## config.mk

```make
export PLATFORM = sky130hd
export DESIGN_NAME = drive_sched_flat
export DESIGN_NICKNAME = d
export VERILOG_FILES = /design/src/rtl/drive_pkg.sv /design/src/rtl/drive_sched_if.sv /design/src/rtl/dir_rate_limit.sv /design/src/rtl/drive_sched.sv /design/src/flat_wrapper.sv
export SDC_FILE = /design/constraint.sdc
export NUM_CORES = 1
export LEC_CHECK = 0
export CAP_MARGIN = 10
export CORE_ASPECT_RATIO = 1.75
export CORE_MARGIN = 2
export CORE_UTILIZATION = 57
export DETAILED_ROUTE_END_ITERATION = 10
export PLACE_DENSITY = 0.79
export SYNTH_ARGS = -nofsm -noshare
export SYNTH_HDL_FRONTEND = slang
export SYNTH_SLANG_ARGS = --single-unit
```

## constraint.sdc

```tcl
create_clock -name clk_100 -period 2.8 [get_ports clk_100]
set_input_delay 0.7 -clock clk_100 [delete_from_list [all_inputs] [get_ports clk_100]]
set_output_delay 0.7 -clock clk_100 [all_outputs]
set_load 0.005 [all_outputs]
```

## src/rtl/drive_pkg.sv

```systemverilog
// Shared encodings for the drive scheduler: FSM states (also the mode LED code),
// servo dir values, motor speed and rotation codes, IR road_flag patterns.
package drive_pkg;

    typedef enum logic [2:0] {
        ST_IDLE    = 3'd0,
        ST_START   = 3'd1,
        ST_FOLLOW  = 3'd2,
        ST_SEARCH  = 3'd3,
        ST_BRAKE   = 3'd4,
        ST_BACK    = 3'd5,
        ST_STOPPED = 3'd6
    } state_t;

    localparam logic [2:0] DIR_L = 3'b000;
    localparam logic [2:0] DIR_S = 3'b011;
    localparam logic [2:0] DIR_R = 3'b110;

    localparam logic [1:0] SPD_STOP = 2'b00;
    localparam logic [1:0] SPD_NORM = 2'b01;
    localparam logic [1:0] SPD_FAST = 2'b10;

    localparam logic [1:0] CH_BRK = 2'b00;
    localparam logic [1:0] CH_FWD = 2'b01;
    localparam logic [1:0] CH_REV = 2'b10;

    // road_flag: [1] left sensor, [0] right sensor, 1 = over black line
    localparam logic [1:0] RF_NONE  = 2'b00;
    localparam logic [1:0] RF_RIGHT = 2'b01;
    localparam logic [1:0] RF_LEFT  = 2'b10;
    localparam logic [1:0] RF_BOTH  = 2'b11;

endpackage

```

## src/rtl/drive_sched_if.sv

```systemverilog
// Bundle of follow-path requests, sensor inputs and drive outputs of drive_sched.
// master = stimulus / upstream side, slave = the scheduler.
interface drive_sched_if;
    logic       switch;
    logic [1:0] road_flag;
    logic [2:0] f_dir;
    logic [1:0] f_speed;
    logic [1:0] f_choose;
    logic       obst_req;
    logic [2:0] dir;
    logic [1:0] speed;
    logic [1:0] choose;
    logic [2:0] mode;
    logic       lost;

    modport master (
        output switch, road_flag, f_dir, f_speed, f_choose, obst_req,
        input  dir, speed, choose, mode, lost
    );

    modport slave (
        input  switch, road_flag, f_dir, f_speed, f_choose, obst_req,
        output dir, speed, choose, mode, lost
    );
endinterface

```

## src/rtl/dir_rate_limit.sv

```systemverilog
// Servo dir register that refuses a new value until HOLD_CYC cycles after the
// previous change; bypass applies the request immediately.
module dir_rate_limit
    import drive_pkg::*;
#(
    parameter int unsigned HOLD_CYC = 5,
    parameter int unsigned CNT_W    = 8
) (
    input  logic       clk_100,
    input  logic       rst,
    input  logic [2:0] req_dir,
    input  logic       bypass,
    output logic [2:0] dir
);

    localparam logic [CNT_W-1:0] HOLD_MAX = CNT_W'(HOLD_CYC);

    // held = cycles the current dir has been on the output, saturating at HOLD_MAX
    logic [CNT_W-1:0] held;

    always_ff @(posedge clk_100 or posedge rst) begin
        if (rst) begin
            dir  <= DIR_S;
            held <= '0;
        end else if (req_dir != dir && (bypass || held >= HOLD_MAX)) begin
            dir  <= req_dir;
            held <= CNT_W'(1);
        end else if (held < HOLD_MAX) begin
            held <= held + 1'b1;
        end
    end

endmodule

```

## src/rtl/drive_sched.sv

```systemverilog
// Drive mode sequencer/arbiter: start ramp, line follow, lost-line search,
// obstacle retreat and stop line. Define DRIVE_SCHED_BOOST_EN for straight-line boost.
module drive_sched
    import drive_pkg::*;
#(
    parameter int unsigned START_CYC  = 50,
    parameter int unsigned LOST_CYC   = 20,
    parameter int unsigned SEARCH_CYC = 200,
    parameter int unsigned STOP_CYC   = 10,
    parameter int unsigned BACK_CYC   = 100,
    parameter int unsigned HOLD_CYC   = 5,
    parameter int unsigned CNT_W      = 8
) (
    input logic          clk_100,
    input logic          rst,
    drive_sched_if.slave bus
);

    localparam logic [CNT_W-1:0] START_LAST  = CNT_W'(START_CYC - 1);
    localparam logic [CNT_W-1:0] LOST_LAST   = CNT_W'(LOST_CYC - 1);
    localparam logic [CNT_W-1:0] SEARCH_LAST = CNT_W'(SEARCH_CYC - 1);
    localparam logic [CNT_W-1:0] STOP_LAST   = CNT_W'(STOP_CYC - 1);
    localparam logic [CNT_W-1:0] BACK_LAST   = CNT_W'(BACK_CYC - 1);

    state_t           state, state_nxt;
    logic [CNT_W-1:0] phase, phase_nxt;
    logic [CNT_W-1:0] lost_run, lost_run_nxt;
    logic [CNT_W-1:0] stop_run, stop_run_nxt;
    logic             side_left, side_left_nxt;
    logic [2:0]       dir_req;
    logic             dir_bypass;
    logic [1:0]       speed_nxt, choose_nxt;
    logic [1:0]       rf;

    assign rf = bus.road_flag;

`ifdef DRIVE_SCHED_BOOST_EN
    logic [6:0] boost_cnt, boost_nxt;
`endif

    always_comb begin
        state_nxt     = state;
        phase_nxt     = (phase == '1) ? phase : phase + 1'b1;
        lost_run_nxt  = '0;
        stop_run_nxt  = '0;
        side_left_nxt = side_left;

        if (!bus.switch) begin
            state_nxt = ST_IDLE;
        end else begin
            case (state)
                ST_IDLE: begin
                    state_nxt = ST_START;
                    phase_nxt = '0;
                end
                ST_START:
                    if (phase == START_LAST) state_nxt = ST_FOLLOW;
                ST_FOLLOW: begin
                    if (rf == RF_RIGHT)     side_left_nxt = 1'b0;
                    else if (rf == RF_LEFT) side_left_nxt = 1'b1;
                    if (rf == RF_NONE)
                        lost_run_nxt = (lost_run == '1) ? lost_run : lost_run + 1'b1;
                    if (rf == RF_BOTH)
                        stop_run_nxt = (stop_run == '1) ? stop_run : stop_run + 1'b1;
                    if (bus.obst_req) begin
                        state_nxt = ST_BRAKE;
                    end else if (rf == RF_BOTH && stop_run == STOP_LAST) begin
                        state_nxt = ST_STOPPED;
                    end else if (rf == RF_NONE && lost_run == LOST_LAST) begin
                        state_nxt = ST_SEARCH;
                        phase_nxt = '0;
                    end
                end
                ST_SEARCH: begin
                    if (bus.obst_req)           state_nxt = ST_BRAKE;
                    else if (rf != RF_NONE)     state_nxt = ST_FOLLOW;
                    else if (phase == SEARCH_LAST) state_nxt = ST_STOPPED;
                end
                ST_BRAKE: begin
                    state_nxt = ST_BACK;
                    phase_nxt = '0;
                end
                ST_BACK: begin
                    if (bus.obst_req)             phase_nxt = '0;
                    else if (phase == BACK_LAST)  state_nxt = ST_FOLLOW;
                end
                ST_STOPPED: ;
                default: state_nxt = ST_IDLE;
            endcase
        end

        // Outputs are decoded from the next state so they register alongside it
        dir_req    = DIR_S;
        dir_bypass = 1'b1;
        speed_nxt  = SPD_STOP;
        choose_nxt = CH_FWD;
        case (state_nxt)
            ST_START: begin
                dir_bypass = 1'b0;
                speed_nxt  = SPD_NORM;
            end
            ST_FOLLOW: begin
                dir_bypass = 1'b0;
                dir_req    = bus.f_dir;
                speed_nxt  = bus.f_speed;
                choose_nxt = bus.f_choose;
            end
            ST_SEARCH: begin
                dir_bypass = 1'b0;
                dir_req    = side_left ? DIR_L : DIR_R;
                speed_nxt  = SPD_NORM;
            end
            ST_BRAKE:   choose_nxt = CH_BRK;
            ST_BACK: begin
                speed_nxt  = SPD_NORM;
                choose_nxt = CH_REV;
            end
            ST_STOPPED: choose_nxt = CH_BRK;
            default: ;
        endcase

`ifdef DRIVE_SCHED_BOOST_EN
        boost_nxt = '0;
        if (state_nxt == ST_FOLLOW && bus.f_dir == DIR_S && bus.f_speed == SPD_NORM)
            boost_nxt = (boost_cnt == 7'd64) ? boost_cnt : boost_cnt + 7'd1;
        if (boost_nxt == 7'd64) speed_nxt = SPD_FAST;
`endif
    end

    always_ff @(posedge clk_100 or posedge rst) begin
        if (rst) begin
            state      <= ST_IDLE;
            phase      <= '0;
            lost_run   <= '0;
            stop_run   <= '0;
            side_left  <= 1'b0;
            bus.speed  <= SPD_STOP;
            bus.choose <= CH_FWD;
        end else begin
            state      <= state_nxt;
            phase      <= phase_nxt;
            lost_run   <= lost_run_nxt;
            stop_run   <= stop_run_nxt;
            side_left  <= side_left_nxt;
            bus.speed  <= speed_nxt;
            bus.choose <= choose_nxt;
        end
    end

`ifdef DRIVE_SCHED_BOOST_EN
    always_ff @(posedge clk_100 or posedge rst) begin
        if (rst) boost_cnt <= '0;
        else     boost_cnt <= boost_nxt;
    end
`endif

    assign bus.mode = state;
    assign bus.lost = (state == ST_SEARCH);

    dir_rate_limit #(
        .HOLD_CYC (HOLD_CYC),
        .CNT_W    (CNT_W)
    ) u_dir_rate_limit (
        .clk_100 (clk_100),
        .rst     (rst),
        .req_dir (dir_req),
        .bypass  (dir_bypass),
        .dir     (bus.dir)
    );

endmodule

```

## src/flat_wrapper.sv

```systemverilog
// flat-port wrapper written by rule: the top's interface ports become plain ports
module drive_sched_flat import drive_pkg::*;
#(
    parameter int unsigned START_CYC  = 50,
    parameter int unsigned LOST_CYC   = 20,
    parameter int unsigned SEARCH_CYC = 200,
    parameter int unsigned STOP_CYC   = 10,
    parameter int unsigned BACK_CYC   = 100,
    parameter int unsigned HOLD_CYC   = 5,
    parameter int unsigned CNT_W      = 8
)
  (clk_100, rst, bus_switch, bus_road_flag, bus_f_dir, bus_f_speed, bus_f_choose, bus_obst_req, bus_dir, bus_speed, bus_choose, bus_mode, bus_lost);
  drive_sched_if bus_i ();
  input logic clk_100;
  input logic rst;
  input wire logic [$bits(bus_i.switch)-1:0] bus_switch;
  input wire logic [$bits(bus_i.road_flag)-1:0] bus_road_flag;
  input wire logic [$bits(bus_i.f_dir)-1:0] bus_f_dir;
  input wire logic [$bits(bus_i.f_speed)-1:0] bus_f_speed;
  input wire logic [$bits(bus_i.f_choose)-1:0] bus_f_choose;
  input wire logic [$bits(bus_i.obst_req)-1:0] bus_obst_req;
  output wire logic [$bits(bus_i.dir)-1:0] bus_dir;
  output wire logic [$bits(bus_i.speed)-1:0] bus_speed;
  output wire logic [$bits(bus_i.choose)-1:0] bus_choose;
  output wire logic [$bits(bus_i.mode)-1:0] bus_mode;
  output wire logic [$bits(bus_i.lost)-1:0] bus_lost;
  assign bus_i.switch = bus_switch;
  assign bus_i.road_flag = bus_road_flag;
  assign bus_i.f_dir = bus_f_dir;
  assign bus_i.f_speed = bus_f_speed;
  assign bus_i.f_choose = bus_f_choose;
  assign bus_i.obst_req = bus_obst_req;
  assign bus_dir = bus_i.dir;
  assign bus_speed = bus_i.speed;
  assign bus_choose = bus_i.choose;
  assign bus_mode = bus_i.mode;
  assign bus_lost = bus_i.lost;
  drive_sched #(.START_CYC(START_CYC), .LOST_CYC(LOST_CYC), .SEARCH_CYC(SEARCH_CYC), .STOP_CYC(STOP_CYC), .BACK_CYC(BACK_CYC), .HOLD_CYC(HOLD_CYC), .CNT_W(CNT_W)) u_core (.clk_100(clk_100), .rst(rst), .bus(bus_i));
endmodule
```

## Word level (Yosys, flattened, before mapping)

Cells that the tools add are included.

| word-level totals | value |
|---|---|
| word-level logic and storage cells | 90 |
| output and inout bits | 11 |
| register bits after elaboration | 43 |

| cells by class | value |
|---|---|
| mux-type cells | 35 |
| equality and inequality tests | 26 |
| add/sub/neg operators | 4 |
| reduce and logical (&&, ||, !) cells | 14 |
| order comparisons | 2 |

Operators by type and width:

| kind | count |
|---|---|
| 8-bit 2-to-1 mux | 16 |
| 3-bit 2-to-1 mux | 11 |
| 8-bit by 1-bit adder with 8-bit output (second input constant) | 4 |
| 8-bit == test (second input constant) | 4 |
| 8-bit one-hot mux with 3 select lines | 1 |
| 3-bit one-hot mux with 7 select lines | 1 |
| 3-bit == test (second input constant) | 6 |
| 3-bit by 2-bit == test with 1-bit output (second input constant) | 4 |
| 8-bit by 4-bit == test with 1-bit output (second input constant) | 1 |
| 8-bit by 5-bit == test with 1-bit output (second input constant) | 1 |
| 8-bit by 6-bit == test with 1-bit output (second input constant) | 1 |
| 8-bit by 7-bit == test with 1-bit output (second input constant) | 1 |
| 8-bit by 3-bit >= comparator with 1-bit output (second input constant) | 1 |
| 8-bit by 3-bit < comparator with 1-bit output (second input constant) | 1 |
| 4-bit inequality test (second input constant) | 2 |
| 3-bit by 1-bit == test with 1-bit output (second input constant) | 2 |
| 2-bit one-hot mux with 3 select lines | 1 |
| 3-bit one-hot mux with 2 select lines | 1 |
| 2-bit nonzero test | 3 |
| 3-bit OR reduction | 2 |
| 2-bit == test (second input constant) | 2 |
| 2-bit one-hot mux with 2 select lines | 1 |
| 2-bit OR reduction | 2 |
| 1-bit logical AND | 3 |
| 7 further kinds | 9 |

## Longest topological paths before layout

Gate-level depths: netlist (run 1).

| logic depth | value |
|---|---|
| depth in word-level cells | 13 |
| gate-level depth with buffers | 10 |
| gate-level depth less buffers | 9 |

## By module

Synthesis (run 1) repeated with hierarchy kept, for this count alone.

| second synthesis, totals | value |
|---|---|
| cells, all modules | 249 |
| area total of the unflattened synthesis | 2504.9 um2 |

Modules (own cells, without submodules):

| module | area an instance (um2) | times used | seq. area each (um2) | cells each |
|---|---|---|---|---|
| drive_sched | 1943.1 | 1 | 802.0 | 204 |
| dir_rate_limit | 561.8 | 1 | 277.8 | 45 |

## Worst setup path after synthesis (run 1)

No wires, ideal clock.

| path | value |
|---|---|
| path kind | input -> register |
| from | in bus_road_flag[1] |
| to | reg u_core.u_dir_rate_limit.held[0] |
| setup time | 0.124 ns |
| stages on the path | 9 |
| data required time | 2.676 ns |
| path buffers | 0 |
| slack | -0.111 ns |
| arrival | 2.787 ns |
| path through | inv_1 ha_1 or4b_1 a211oi_2 nand2_2 a21o_4 a2111oi_4 a311oi_2 a211o_1 |

| on the way | value |
|---|---|
| word-level cells in the longest chain between the ends | 13 |

RTL lines:

| item | RTL line | source |
|---|---|---|
| start: declaration | flat_wrapper.sv:17 | `input wire logic [$bits(bus_i.road_flag)-1:0] bus_road_flag;` |
| 2-bit zero test | drive_sched.sv:69 | `end else if (rf == RF_NONE && lost_run == LOST_LAST) begin` |
| 1-bit logical AND | drive_sched.sv:69 |  |
| 3-bit 2-to-1 mux | drive_sched.sv:69 |  |
| 3-bit 2-to-1 mux | drive_sched.sv:67 | `end else if (rf == RF_BOTH && stop_run == STOP_LAST) begin` |
| 3-bit 2-to-1 mux | drive_sched.sv:65 | `if (bus.obst_req) begin` |
| 3-bit one-hot mux with 7 select lines * | drive_sched.sv:51 | `case (state)` |
| 3-bit 2-to-1 mux * | drive_sched.sv:48 | `if (!bus.switch) begin` |
| branches (longest 4 deep; another with 3-bit by 2-bit == test with 1-bit output) | -- |  |
| 1-bit logical AND * | dir_rate_limit.sv:25 | `end else if (req_dir != dir && (bypass \|\| held >= HOLD_MAX)) begin` |
| 8-bit 2-to-1 mux or 2-bit nonzero test (tied branches) | -- |  |
| end signal: assignment | dir_rate_limit.sv:29 | `held <= held + 1'b1;` |
| end: declaration | dir_rate_limit.sv:19 | `logic [CNT_W-1:0] held;` |

Mark *: on every way between the ends.
A chain may end at the register's enable or synchronous reset.

## Final worst setup path (run 1)

| path | value |
|---|---|
| from | in bus_road_flag[1] |
| to | reg u_core.side_left |

| on the way | value |
|---|---|
| word-level cells in the longest chain between the ends | 3 |

RTL lines:

| item | RTL line | source |
|---|---|---|
| 2-bit == test or 2-bit by 1-bit == test with 1-bit output (tied branches) | drive_sched.sv:60, drive_sched.sv:59 |  |
| 2-bit nonzero test (no source line) | -- |  |
| 3-bit AND reduction (no source line) | -- |  |
| end signal: assignment | drive_sched.sv:144 | `side_left <= side_left_nxt;` |
| end: declaration | drive_sched.sv:29 | `logic side_left, side_left_nxt;` |

Several ways; a longest one is shown, not always the timed one.

==> summary.md, run 1 <==
The flow ran to the end, but the final reports show violations. The checks that failed: negative setup slack. The critical path goes through buf_6 -> inv_2 -> buf_4 -> buf_4 -> buf_4 -> buf_4 -> buf_4 -> buf_4 -> buf_4 -> buf_4 -> buf_4 -> buf_4 -> buf_4 -> buf_4 -> buf_4 -> buf_4 -> buf_4 -> buf_4 -> ha_4 -> o21ai_2. The final route contains 2321 vias. The portion of the clock cycle consumed by the worst path in the final layout is 101%. The setup path with the least slack is of type in -> reg. The cell sitting at the root of the clock tree is a clkbuf_8. Counting every sink on the clock net gives 43. Most prevalent standard cell on the critical path: buf_4. On the worst path, the slowest cell contributes a delay of 0.15 ns. The peak fanout along the critical path is 2, and the sum of buffers and inverters on the critical path is 18. The synthesized net count is 288. Cell family with the largest share of critical-path delay: buffers and inverters. Once detail routing completed, the nets flagged for antenna violations numbered 0.

Setup repair after global routing could not meet its margin everywhere. The class of the tightest hold or removal check was reg -> reg. At the pin with the least slew margin, the transition time is 0.568 ns. Hold repair after CTS inserted 0 buffers. The H-tree generated during clock tree synthesis spans 2 levels. After synthesis, the netlist uses 50 different library cells. The die width came out at 54.6 microns. For the worst-skew pair later-pin latency, the log shows 0.30 ns. The cell taking the most area after synthesis is dfrtp_1. The slowest cell on the critical path was ha_4. Die outline height: 92.5 microns.

Setup violations remaining at the end of the flow were counted as 2. The die covers 5050 sq um. Cells with a size suffix above 1 make up 26.5% of the layout. The tools report the combined global-route utilization of all metal layers as 27.3%.

Entering global routing, the biggest net connects 44 pins. The count of buffers from port buffering came out at 23. Setup total negative slack on the finished layout was measured at -0.0314 ns. By area the synthesized netlist is led by dfrtp_1 (39%), ha_1 (5.4%), nor2_1 (4.3%). The first global-routing pass estimated 10200 microns of wire. Number of violations of the max-capacitance limit: 0. Count of standard-cell rows: 32.

The Yosys step of the flow raised 0 warnings. The logs give 4360 sq um for the placeable core region and 0 for the number of antenna cells inserted. The first-pass iteration count of the detailed router is 4. Summed over all cells, the static leakage comes to 1.53 nW. The post-route worst setup slack came out at -0.0167 ns. The clock-pin slew of the registers on the worst-case setup and hold paths is 0.08 ns.

In the synthesized netlist the dominant register cell turns out to be dfrtp_1. Prior to clock tree synthesis, the placed netlist has a worst setup slack of -0.660 ns. From synthesis to final layout, the design area changed by 33.6%. Synthesis produced 264 cells.

For the worst setup path, the data arrival time is 3.05 ns. VDD sags by at most 0.482 mV. The cell area power density works out to 370 nW/um^2.

The congestion estimate from routability-driven global placement came to 0.835. For the initial antenna violation count, the log shows 0. Measured against its own limit, the worst slew margin works out to 62.1%. For this block, the routed nets add up to 6640 microns of wire. Cells fill 78.2% of the core in the end. The flip-flop and latch count after synthesis works out to 43.

The per-cell via count in the routed design was 5.95. Yosys mapped a number of flops with a built-in enable equal to 0. For this run, design rule violations remaining after detail routing come to 0.

The synthesized area divided by synthesized cell count works out to 9.67 sq um. The total overflow left after global routing is 0. STA classifies the critical path startpoint as an input port. The finished cells cover 3410 sq um.

In the layout the commonest cells are buf_4 (48), dfrtp_1 (39), nor2_1 (29). The worst setup path is captured at a flip-flop. The detail-routed net length per standard cell works out to 17.0 microns. The run gives 0.00861 ns as the worst clock skew.

TritonCTS built the clock tree. The worst path required time came out at 3.04 ns. Number of global-route vias before repair: 2339.

The minimum clock period is 2.82 ns. The placement-stage cell area is 3080 sq um, and the total CTS buffers is 5. The share of the synthesized area in the top cell type is 39.2%. 24 I/O pins were placed.

For the final-stage net count, the log shows 362. The run gives 58.5% as the effective utilization at floorplan. The netlist area before placement came out at 2550 sq um. The run gives 4340 microns as the half-perimeter wire length after detailed placement. The run gives 0 as the max-slew violation count.

Iteration-0 DRC count of the detailed router: 51. The most common cell after layout, fill and taps aside was buf_4. No sink is reached through more buffers than the 2 on the longest clock path. The sequential share of the synthesized area was 42.3%.

In the synthesized netlist the async set-or-reset flop fraction comes to 100%. The count of endpoints failing hold in the final timing report is 0, and the top achievable clock speed is 355 MHz.
[kinds of logic after synthesis]
group / share of synthesized area, %
xor+xnor: 5.49
compound gates: 16.4
fa+ha+maj: 5.39
mux: 2.01
buf+inv: 3.48
simple gates: 25.0
flops: 42.3
[registers in the layout, summed over array words and instances, names as in the netlist]
name / flops
u_core.u_dir_rate_limit.dir: 3
u_core.bus.mode: 3
u_core.phase: 8
u_core.bus.choose: 2
u_core.u_dir_rate_limit.held: 8
u_core.side_left: 1
u_core.lost_run: 8
u_core.stop_run: 8
u_core.bus.speed: 2
[worst paths after layout]
check                                                 from                         endpoint  slack, ns  cells after the start
max                                       bus_road_flag[1]                 u_core.side_left      -0.02                     20
min                        u_core.u_dir_rate_limit.held[5]  u_core.u_dir_rate_limit.held[5]       0.52                      2
max reg2reg                                u_core.phase[0]  u_core.u_dir_rate_limit.held[2]       0.07                      8
min reg2reg                u_core.u_dir_rate_limit.held[5]  u_core.u_dir_rate_limit.held[5]       0.52                      2
max in group asynchronous                              rst                  u_core.phase[0]       1.54                      3
min in group asynchronous                              rst                  u_core.phase[7]       0.84                      3
[worst min-delay path: stages, from the launching register on]
cell and delay (ns):
dfrtp_1 0.36, inv_1 0.08, a211oi_1 0.05
[Yosys cell counts, types with 3 or more instances]
| library cell | number |
|---|---|
| and2_1 | 3 |
| dfrtp_1 | 40 |
| inv_1 | 19 |
| xor2_1 | 9 |
| xnor2_1 | 7 |
| nand3_1 | 18 |
| nand4_1 | 9 |
| dfstp_2 | 3 |
| nor3_1 | 6 |
| and3_1 | 9 |
| a31oi_1 | 8 |
| a211o_1 | 3 |
| nand2_1 | 20 |
| nor4bb_1 | 3 |
| mux2i_1 | 4 |
| and4_1 | 3 |
| a211oi_1 | 10 |
| ha_1 | 11 |
| nor2_1 | 29 |
| a21oi_1 | 10 |
[power breakdown]
group | switching [W] | internal (W) | total [W]
Sequential | 0.0000447 | 0.000648 | 0.000693
Clock | 0.000215 | 0.000178 | 0.000393
Combinational | 0.0000771 | 0.0000974 | 0.000175
Total | 0.000337 | 0.000923 | 0.00126
[stage by stage]
| step | hold slack [ns] | total power (W) | cells |
|---|---|---|---|
| 2_1_floorplan | 0.473 | 0.000766 | 264 |
| 3_3_place_gp | 0.487 | 0.000825 | 364 |
| 3_5_place_dp | 0.503 | 0.000830 | 364 |
| 4_1_cts | 0.515 | 0.00123 | 388 |
| 5_1_grt | 0.536 | 0.00131 | 390 |
| 6_report | 0.519 | 0.00126 | 390 |
[routing by layer]
layer | global-route usage, % | vias up | part of all wire [%]
met5 | 0 | - | 0
met4 | 11.9 | 0 | 2.6
met3 | 4.03 | 14 | 2.5
met2 | 49.7 | 45 | 56
met1 | 28.6 | 1153 | 39
li1 | - | 1109 | -
[what timing repair did]
| item | 4_1_cts | 5_1_grt |
|---|---|---|
| pin swaps | 9 | 10 |
| endpoints found under the setup margin | 8 | 9 |
| buffers inserted | 16 | 3 |
| gates resized for setup | 15 | 22 |
| hold endpoints to repair | 0 | 0 |
[cell type report]
class	instances	area (sq um)
inverter	19	71.3
timing repair buffer	71	586
clock buffer	8	80.1
tap	51	63.8
multi-input combinational	198	1530
fill	294	953
sequential	43	1080
Note: power is estimated with default switching activity, not from simulation.
==> inputs of run 2 (changes only) <==
Settings changed: CTS_CLUSTER_DIAMETER set to 100.
==> results of run 2 <==
No change in the layout: final DEF, timing and power equal those of run 1.
